## config.mk

```make
export PLATFORM = sky130hd
export DESIGN_NAME = if_restart_ctrl
export DESIGN_NICKNAME = d
export VERILOG_FILES = /design/src/rtl/if_restart_ctrl_pkg.sv /design/src/rtl/if_restart_ctrl_prio.sv /design/src/rtl/if_restart_ctrl.sv
export SDC_FILE = /design/constraint.sdc
export NUM_CORES = 1
export LEC_CHECK = 0
export CAP_MARGIN = 10
export CORE_MARGIN = 2
export CORE_UTILIZATION = 35
export CTS_CLUSTER_SIZE = 24
export DETAILED_ROUTE_END_ITERATION = 10
export PLACE_DENSITY_LB_ADDON = 0.12
export SLEW_MARGIN = 15
export SYNTH_ARGS = -nofsm -noshare
export SYNTH_HDL_FRONTEND = slang
export SYNTH_SLANG_ARGS = --single-unit
```

## constraint.sdc

```tcl
create_clock -name clk -period 3.15 [get_ports clk]
set_input_delay 0.4725 -clock clk [delete_from_list [all_inputs] [get_ports clk]]
set_output_delay 0.4725 -clock clk [all_outputs]
set_load 0.005 [all_outputs]
```

## src/rtl/if_restart_ctrl_pkg.sv

```systemverilog
// Shared types for the instruction-fetch restart controller.
package IF_pkg;

    // Default program-counter width; restart_req_t carries a PC of this width.
    localparam int unsigned PC_BITS_DEF = 32;

    typedef enum logic [1:0] {
        CAUSE_FLUSH     = 2'd0,
        CAUSE_INV_PRED  = 2'd1,
        CAUSE_INV_INSTR = 2'd2,
        CAUSE_RETURN    = 2'd3
    } restart_cause_t;

    typedef struct packed {
        logic                   valid;
        restart_cause_t         cause;
        logic [PC_BITS_DEF-1:0] pc;
    } restart_req_t;

    typedef enum logic {
        IDLE = 1'b0,
        HOLD = 1'b1
    } restart_state_t;

endpackage

```

## src/rtl/if_restart_ctrl_prio.sv

```systemverilog
// Combinational priority encoder: flush beats every low-tier request, and
// among low-tier requests invalid_prediction > invalid_instruction > return.
module if_restart_prio
    import IF_pkg::*;
(
    input  logic                   must_flush,
    input  logic [PC_BITS_DEF-1:0] correct_address,
    input  logic                   invalid_prediction,
    input  logic                   invalid_instruction,
    input  logic                   is_return_in,
    input  logic [PC_BITS_DEF-1:0] old_PC,
    input  logic [PC_BITS_DEF-1:0] ras_target,
    output restart_req_t           req,
    output logic                   multi_low,
    output logic                   in_drop
);

    logic any_low;

    // Select the winning request and flag requests lost in this same cycle.
    always_comb begin
        // NOTE: every output gets a default first so no path leaves it unassigned (no latch).
        req       = '0;
        any_low   = invalid_prediction | invalid_instruction | is_return_in;
        multi_low = (invalid_prediction & invalid_instruction) |
                    (invalid_prediction & is_return_in) |
                    (invalid_instruction & is_return_in);
        // At most one drop per cycle is counted for same-cycle losers.
        in_drop   = (must_flush & any_low) | multi_low;

        if (must_flush) begin
            req = '{valid: 1'b1, cause: CAUSE_FLUSH, pc: correct_address};
        end else if (invalid_prediction) begin
            req = '{valid: 1'b1, cause: CAUSE_INV_PRED, pc: old_PC};
        end else if (invalid_instruction) begin
            req = '{valid: 1'b1, cause: CAUSE_INV_INSTR, pc: old_PC};
        end else if (is_return_in) begin
            req = '{valid: 1'b1, cause: CAUSE_RETURN, pc: ras_target};
        end
    end

endmodule

```

## src/rtl/if_restart_ctrl.sv

```systemverilog
// Restart controller: arbitrates flush/restart requests into one pending
// redirect, holds it through icache misses and hands it over on valid/ready.
module if_restart_ctrl
    import IF_pkg::*;
#(
    parameter int unsigned PC_BITS = PC_BITS_DEF,
    parameter int unsigned CNT_W   = 16
) (
    input  logic               clk,
    input  logic               rst_n,
    input  logic               must_flush,
    input  logic [PC_BITS-1:0] correct_address,
    input  logic               invalid_prediction,
    input  logic               invalid_instruction,
    input  logic               is_return_in,
    input  logic [PC_BITS-1:0] old_PC,
    input  logic [PC_BITS-1:0] ras_target,
    input  logic               icache_miss,
    input  logic               redirect_ready,
    output logic               redirect_valid,
    output logic [PC_BITS-1:0] redirect_pc,
    output logic [1:0]         redirect_cause,
    output logic               btb_invalidate,
    output logic [PC_BITS-1:0] btb_inv_pc,
    output logic               fq_flush,
    output logic               multi_req_err,
    output logic [CNT_W-1:0]   dropped_cnt
);

    restart_state_t state_q, state_d;
    restart_cause_t pend_cause_q, pend_cause_d;
    logic [PC_BITS-1:0] pend_pc_q, pend_pc_d;
    logic [CNT_W-1:0]   cnt_q, cnt_d;
    logic               multi_q;

    restart_req_t req;
    logic         multi_low;
    logic         in_drop;
    logic         acc;
    logic [1:0]   drop_amt;
    logic [CNT_W:0] cnt_sum;

    if_restart_prio u_prio (
        .must_flush          (must_flush),
        .correct_address     (correct_address),
        .invalid_prediction  (invalid_prediction),
        .invalid_instruction (invalid_instruction),
        .is_return_in        (is_return_in),
        .old_PC              (old_PC),
        .ras_target          (ras_target),
        .req                 (req),
        .multi_low           (multi_low),
        .in_drop             (in_drop)
    );

    assign acc = (state_q == HOLD) && redirect_ready && !icache_miss;

    // Next-state, pending-redirect merge rules and drop accounting.
    always_comb begin
        state_d      = state_q;
        pend_cause_d = pend_cause_q;
        pend_pc_d    = pend_pc_q;
        drop_amt     = {1'b0, in_drop};

        unique case (state_q)
            IDLE: begin
                if (req.valid) begin
                    pend_cause_d = req.cause;
                    pend_pc_d    = req.pc;
                    state_d      = HOLD;
                end
            end
            HOLD: begin
                if (acc) begin
                    // The accepted redirect retires; a same-cycle request takes its place.
                    if (req.valid) begin
                        pend_cause_d = req.cause;
                        pend_pc_d    = req.pc;
                    end else begin
                        state_d = IDLE;
                    end
                end else if (req.valid) begin
                    if (req.cause == CAUSE_FLUSH) begin
                        // Latest flush wins; overwriting a low-tier restart loses it.
                        pend_cause_d = req.cause;
                        pend_pc_d    = req.pc;
                        if (pend_cause_q != CAUSE_FLUSH) begin
                            drop_amt = drop_amt + 2'd1;
                        end
                    end else begin
                        // Older pending redirect wins over a new low-tier restart.
                        drop_amt = drop_amt + 2'd1;
                    end
                end
            end
            default: state_d = IDLE;
        endcase

        // Saturating add: the extra top bit catches overflow.
        cnt_sum = {1'b0, cnt_q} + {{(CNT_W-1){1'b0}}, drop_amt};
        cnt_d   = cnt_sum[CNT_W] ? {CNT_W{1'b1}} : cnt_sum[CNT_W-1:0];
    end

    // State, pending redirect, drop counter and error pulse registers.
    always_ff @(posedge clk or negedge rst_n) begin
        if (!rst_n) begin
            state_q      <= IDLE;
            pend_cause_q <= CAUSE_FLUSH;
            pend_pc_q    <= '0;
            cnt_q        <= '0;
            multi_q      <= 1'b0;
        end else begin
            // NOTE: sequential state uses non-blocking assignments so all registers update together.
            state_q      <= state_d;
            pend_cause_q <= pend_cause_d;
            pend_pc_q    <= pend_pc_d;
            cnt_q        <= cnt_d;
            multi_q      <= multi_low;
        end
    end

    assign redirect_valid = (state_q == HOLD);
    assign redirect_pc    = {pend_pc_q[PC_BITS-1:1], 1'b0};
    assign redirect_cause = pend_cause_q;
    assign fq_flush       = acc;
    assign btb_invalidate = acc && (pend_cause_q == CAUSE_INV_PRED);
    assign btb_inv_pc     = btb_invalidate ? pend_pc_q : '0;
    assign multi_req_err  = multi_q;
    assign dropped_cnt    = cnt_q;

endmodule

```

==> run metrics, run 1 <==
status complete, no violations; worst r2r src redirect_cause[1]; crit path from redirect_cause[1]; total CTS buffers 5; critical path type register to register; CP Capture Type register; RD Place Congestion 0.8218; flops & latches, synth 52; IO Pins 190; EDFF count, synth 0; Num Clock Sinks 52; Ant. Diodes 0; RSZ-0062 raised after global routing no; clk buf depth 2; Synth Warn # 0; Via-to-Cell Ratio 4.871; Rel. slew slack 51.26%; largest net degree at the start of global routing 40; Setup Viol. Count Final 0; critical path arrival 3180 ps; CTS tree built; number of global-route vias before repair 3,512; syn avg cell area 8.209 sq um; Setup Skew 4.939 ps; Final Max Slew Viols 0; register area share after synthesis 35.86%; Tcrit/Tclk final 93.39%; Hold Path Class primary input to asynchronous set/reset pin; Cells after Synth 442; input/output buffers 188; drt first-iter violations 131; via count 3,595; fill count 965; largest cells by area after synthesis dfrtp_1 (36%), o21ai_0 (9.4%), mux2i_1 (9.1%); worst slew pin tran 731.0 ps; top post-synthesis cells by count nand2_1 (78), o21ai_0 (68), dfrtp_1 (52); cts-stage hold buffer count 0; Power Total 2.284 mW; Syn Nets 550; post-route ant nets 0; Initial Util 35.63%; drt wl/cell 15.51 um; Hold Vio Cnt, Final 0; first-pass GRT wire length 18,500 um; drc violations 0; final net count 709; Worst VDD drop 0.0002494 V; Cell Area, Synth 3628 sq um; Finished Core Util 55.77%; die area 11,200 sq um; Clock Latency Late Sink 310 ps; DIE WIDTH 105.8 um; dominant cell type by area after synthesis dfrtp_1; pwr/cell area 402.2 nW/um^2; worst r2r dst dropped_cnt[14]; Die Height 105.8 um; startpoint types register; max_cap viols 0; core area 10,180 sq um; initial antenna violation count 0; CTS root buffer clkbuf_8; All-Layer GR Usage 20.69%; library cells used by synthesis 46; R2R setup slack 210 ps; area grow syn2layout 56.55%; Synth Flop Type dfrtp_1; clock-pin slew on the worst setup and hold paths 100 ps; ys async rst share 100.0%; post-route minimum period 2942 ps; area share of the leading cell type in the synthesized netlist 35.86%; top-count cell post-synth nand2_1; placed wire-length estimate 8371 um; num rows 37; share of post-route cells with drive strength above 1 9.468%; Crit path required time 3390 ps; Reg2Reg Depth 13; H-tree depth 2; highest clock rate 339.9 MHz; grt total ovfl 0; DRT Pass-1 Iters 5; Max Fanout on Critical Path 4; leakage 2.364 nW; Post-Route WL 11,450 um
## stage by stage
step                std cells  setup TNS [ps]  hold slack (ps)  instance area (sq um)  setup slack, ps
detailed placement        722           -6795            556.4                   5433           -480.2
global placement          722           -5657            555.7                   5433           -403.2
floorplan                 442               0            176.9                   3645            4.033
global route              738               0            276.6                   5680            9.145
finish                    738               0            212.3                   5680            208.3
CTS                       732          -8.450            243.0                   5619           -8.450
## area by class of cell
cell class                 count  area [sq um]  area share, %
clock buffer                   5         68.82          1.211
clock inverter                 3         90.09          1.586
inverter                       8         30.03         0.5286
multi-input combinational    318          1914          33.70
sequential                    52          1301          22.91
tap                          136         170.2          2.996
timing repair buffer         216          2106          37.07
## placed cells by master, fill, tap and decap left out, types with 2 or more instances in the layout
master,count
o21ai_1,32
clkdlybuf4s50_1,183
buf_4,24
o21a_1,3
o221ai_1,2
a21o_1,2
and2_1,33
buf_6,3
nand4_1,2
nor3_1,2
or2_2,2
bufinv_16,3
mux2i_1,33
nand2b_1,3
nand3_1,7
nand4b_1,2
inv_1,8
buf_2,2
xor2_1,3
o21ba_2,2
a21oi_1,9
ha_1,2
o21ai_0,66
and3_1,4
dfrtp_1,52
dlymetal6s2s_1,2
clkbuf_8,5
o22a_1,2
nor2_1,8
nand2_1,78
## worst max path at each step
stage                      end  slack, ps  depth (start not counted)
2_1_floorplan  dropped_cnt[12]          4                         17
3_3_place_gp   dropped_cnt[12]       -400                         16
3_5_place_dp   dropped_cnt[12]       -480                         16
4_1_cts        dropped_cnt[12]         -8                         16
5_1_grt        dropped_cnt[14]          9                         13
6_report       dropped_cnt[14]        210                         13
## routing by layer
metal	GRT usage (%)	routed length, um	vias up
li1	-	-	1786
met5	0	0	-
met1	26.12	4970	1688
met2	37.33	5737	112
met4	3.853	140	0
met3	3.463	599	9
## repair_timing
item / CTS / global route
setup endpoints to repair: 15 / 15
setup buffers: 2 / 6
resized for setup: 6 / 7
pin swaps: 3 / 5
## worst max-delay path: stages, from the launching register on
cell and delay, ps:
dfrtp_1 420, or2_2 290, ha_1 300, nand2b_1 100
o221ai_1 110, o21ai_1 160, ha_2 190, inv_1 50
fa_2 330, nand4b_1 270, nor3_4 300, buf_6 150
a31oi_1 80, a21oi_1 120
## registers in the layout, summed over array words and instances (netlist names)
register,cells
pend_pc_q,32
multi_req_err,1
redirect_cause,2
dropped_cnt,16
redirect_valid,1
## kinds of logic after synthesis
| family | after synthesis | synth area share [%] |
|---|---|---|
| compound gates | 125 | 19.35 |
| xor+xnor | 4 | 0.9657 |
| fa+ha+maj | 5 | 1.862 |
| buf+inv | 72 | 12.31 |
| flops | 52 | 35.86 |
| mux | 34 | 9.414 |
| other cells | 1 | 0.1033 |
| simple gates | 149 | 20.14 |
## where the power goes
group / switching [mW] / total, mW / internal [mW]
Combinational: 0.298 / 0.777 / 0.479
Clock: 0.240 / 0.637 / 0.397
Sequential: 0.106 / 0.870 / 0.764
Total: 0.644 / 2.28 / 1.64
(Power assumes the default switching activity.)
==> run 2: changes to the inputs <==
--- a/config.mk
+++ b/config.mk
@@ -6,7 +6,7 @@
 export NUM_CORES = 1
 export LEC_CHECK = 0
 export CAP_MARGIN = 10
-export CORE_MARGIN = 2
+export CORE_MARGIN = 4
 export CORE_UTILIZATION = 35
 export CTS_CLUSTER_SIZE = 24
 export DETAILED_ROUTE_END_ITERATION = 10
==> run metrics, run 2 (synthesized netlist as in run 1, its figures left out) <==
status complete, no violations (unchanged); area grow syn2layout 54.69% (was 56.55%); CP delay by family, top simple AND/OR/NAND/NOR gates (unchanged); Cell Chain, Critical Path or2_4 -> ha_4 -> nand2b_1 -> o221ai_1 -> o21ai_1 -> ha_2 -> inv_1 -> fa_2 -> nand4b_1 -> nor3_4 -> nand3_2 -> mux2i_1 (was or2_2 -> ha_1 -> nand2b_1 -> o221ai_1 -> o21ai_1 -> ha_2 -> inv_1 -> fa_2 -> nand4b_1 -> nor3_4 -> buf_6 -> a31oi_1 -> a21oi_1); Via-to-Cell Ratio 4.963 (was 4.871); CTS tree built (unchanged); R2R setup slack 220 ps (was 210 ps); total CTS buffers 5 (unchanged); final net count 705 (was 709); Worst VDD drop 0.0002261 V (was 0.0002494 V); Num Clock Sinks 52 (unchanged); fill count 917 (was 965); H-tree depth 2 (unchanged); share of post-route cells with drive strength above 1 9.532% (was 9.468%); Clock Latency Late Sink 300 ps (was 310 ps); CTS root buffer clkbuf_8 (unchanged); grt total ovfl 0 (unchanged); num rows 36 (was 37); largest net degree at the start of global routing 58 (was 40); Setup Skew 5.423 ps (was 4.939 ps); initial antenna violation count 1 (was 0); leading cell type in the layout, fill and taps excluded clkdlybuf4s50_1 (unchanged); RD Place Congestion 0.8333 (was 0.8218); drt first-iter violations 249 (was 131); Final Max Slew Viols 0 (unchanged); drc violations 0 (unchanged); clock-pin slew on the worst setup and hold paths 100 ps (about the same); CP bufs+invs 1 (was 2); All-Layer GR Usage 19.60% (was 20.69%); DRT Pass-1 Iters 5 (unchanged); worst r2r dst dropped_cnt[12] (was dropped_cnt[14]); via count 3,628 (was 3,595); DIE WIDTH 109.8 um (was 105.8 um); startpoint types register (unchanged); pwr/cell area 386.2 nW/um^2 (was 402.2 nW/um^2); Rel. slew slack 46.84% (was 51.26%); Hold Vio Cnt, Final 0 (unchanged); die area 12,060 sq um (was 11,200 sq um); first-pass GRT wire length 18,640 um (was 18,500 um); worst slew pin tran 797.3 ps (was 731.0 ps); max FFs per register 32 (unchanged); highest clock rate 341.8 MHz (was 339.9 MHz); core area 9955 sq um (was 10,180 sq um); CP Capture Type register (unchanged); worst r2r src redirect_cause[0] (was redirect_cause[1]); Tcrit/Tclk final 92.89% (was 93.39%); Reg with most FFs pend_pc_q (unchanged); post-route minimum period 2926 ps (was 2942 ps); drt wl/cell 16.56 um (was 15.51 um); CP max stage delay 430 ps (was 420 ps); Hold Path Class primary input to asynchronous set/reset pin (unchanged); leakage 2.317 nW (was 2.364 nW); Power Total 2.168 mW (was 2.284 mW); Crit path required time 3350 ps (was 3390 ps); placed wire-length estimate 8948 um (was 8371 um); non-filler cells in the finished layout 731 (was 738); Ant. Diodes 0 (unchanged); clk buf depth 2 (unchanged); max_cap viols 0 (unchanged); cell area after placement 5436 sq um (was 5433 sq um); slowest CP cell dfrtp_1 (unchanged); Reg2Reg Depth 12 (was 13); critical path type register to register (unchanged); Max Fanout on Critical Path 6 (was 4); post-route ant nets 0 (unchanged); Setup Viol. Count Final 0 (unchanged); IO Pins 190 (unchanged); Finished Core Util 56.39% (was 55.77%); Post-Route WL 12,110 um (was 11,450 um); DP Cell Count 720 (was 722); most frequent cells in the layout clkdlybuf4s50_1 (183), nand2_1 (78), o21ai_0 (67) (was clkdlybuf4s50_1 (183), nand2_1 (78), o21ai_0 (66)); critical path arrival 3130 ps (was 3180 ps); number of global-route vias before repair 3,600 (was 3,512); input/output buffers 188 (unchanged); post-route design area 5613 sq um (was 5680 sq um); Die Height 109.8 um (was 105.8 um); Initial Util 36.45% (was 35.63%)
==> run 2: cell count changes in the layout (fill, tap and decap cells not counted), sizes merged <==
cell,previous run,this run
bufinv,3,1
buf,30,26
clkbuf,6,9
dlymetal6s2s,2,1
==> run 2: cell type report <==
| class | count | area, sq um | area share, % |
|---|---|---|---|
| clock buffer | 7 | 96.34 | 1.716 |
| inverter | 8 | 30.03 | 0.5350 |
| timing repair buffer | 212 | 2057 | 36.65 |
| tap | 133 | 166.4 | 2.965 |
| clock inverter | 1 | 30.03 | 0.5350 |
| sequential | 52 | 1301 | 23.18 |
| multi-input combinational | 318 | 1932 | 34.42 |
==> run 2: worst max path at each step <==
stage / to / from / cells past startpoint
floorplan: dropped_cnt[12] / is_return_in / 17
global placement: dropped_cnt[12] / is_return_in / 16
detailed placement: dropped_cnt[12] / is_return_in / 16
CTS: dropped_cnt[12] / invalid_prediction / 16
global route: dropped_cnt[12] / must_flush / 16
finish: dropped_cnt[12] / redirect_cause[0] / 12
==> run 2: per-layer routing <==
metal / up-vias / track usage (%) / wire [um]
met2: 135 / 34.75 / 5838
met3: 10 / 4.345 / 935
met4: 2 / 3.829 / 138
met1: 1704 / 24.41 / 5180
met5: - / 0 / 14
li1: 1777 / - / -
==> run 2: timing repair <==
| item | 4_1_cts | 5_1_grt |
|---|---|---|
| gates resized for setup | 3 | 12 |
| hold buffers | 0 | 0 |
| endpoints found under the setup margin | 15 | 15 |
| setup buffers | 2 | 1 |
| pin swaps | 1 | 5 |
| cloned | 0 | 0 |
==> run 2: where the power goes <==
part	switching [mW]	internal [mW]
logic	0.307	0.477
registers	0.105	0.764
clock network	0.234	0.281
==> run 2: stage by stage <==
stage | TNS [ps] | hold WS [ps] | setup WS (ps)
final | 0 | 247.2 | 223.9
after global routing | -27.57 | 293.8 | -16.05
after CTS | 0 | 267.1 | 135.9
after detailed placement | -6383 | 552.8 | -458.5
after global placement | -4533 | 538.1 | -330.7
after floorplan | 0 | 176.9 | 4.033
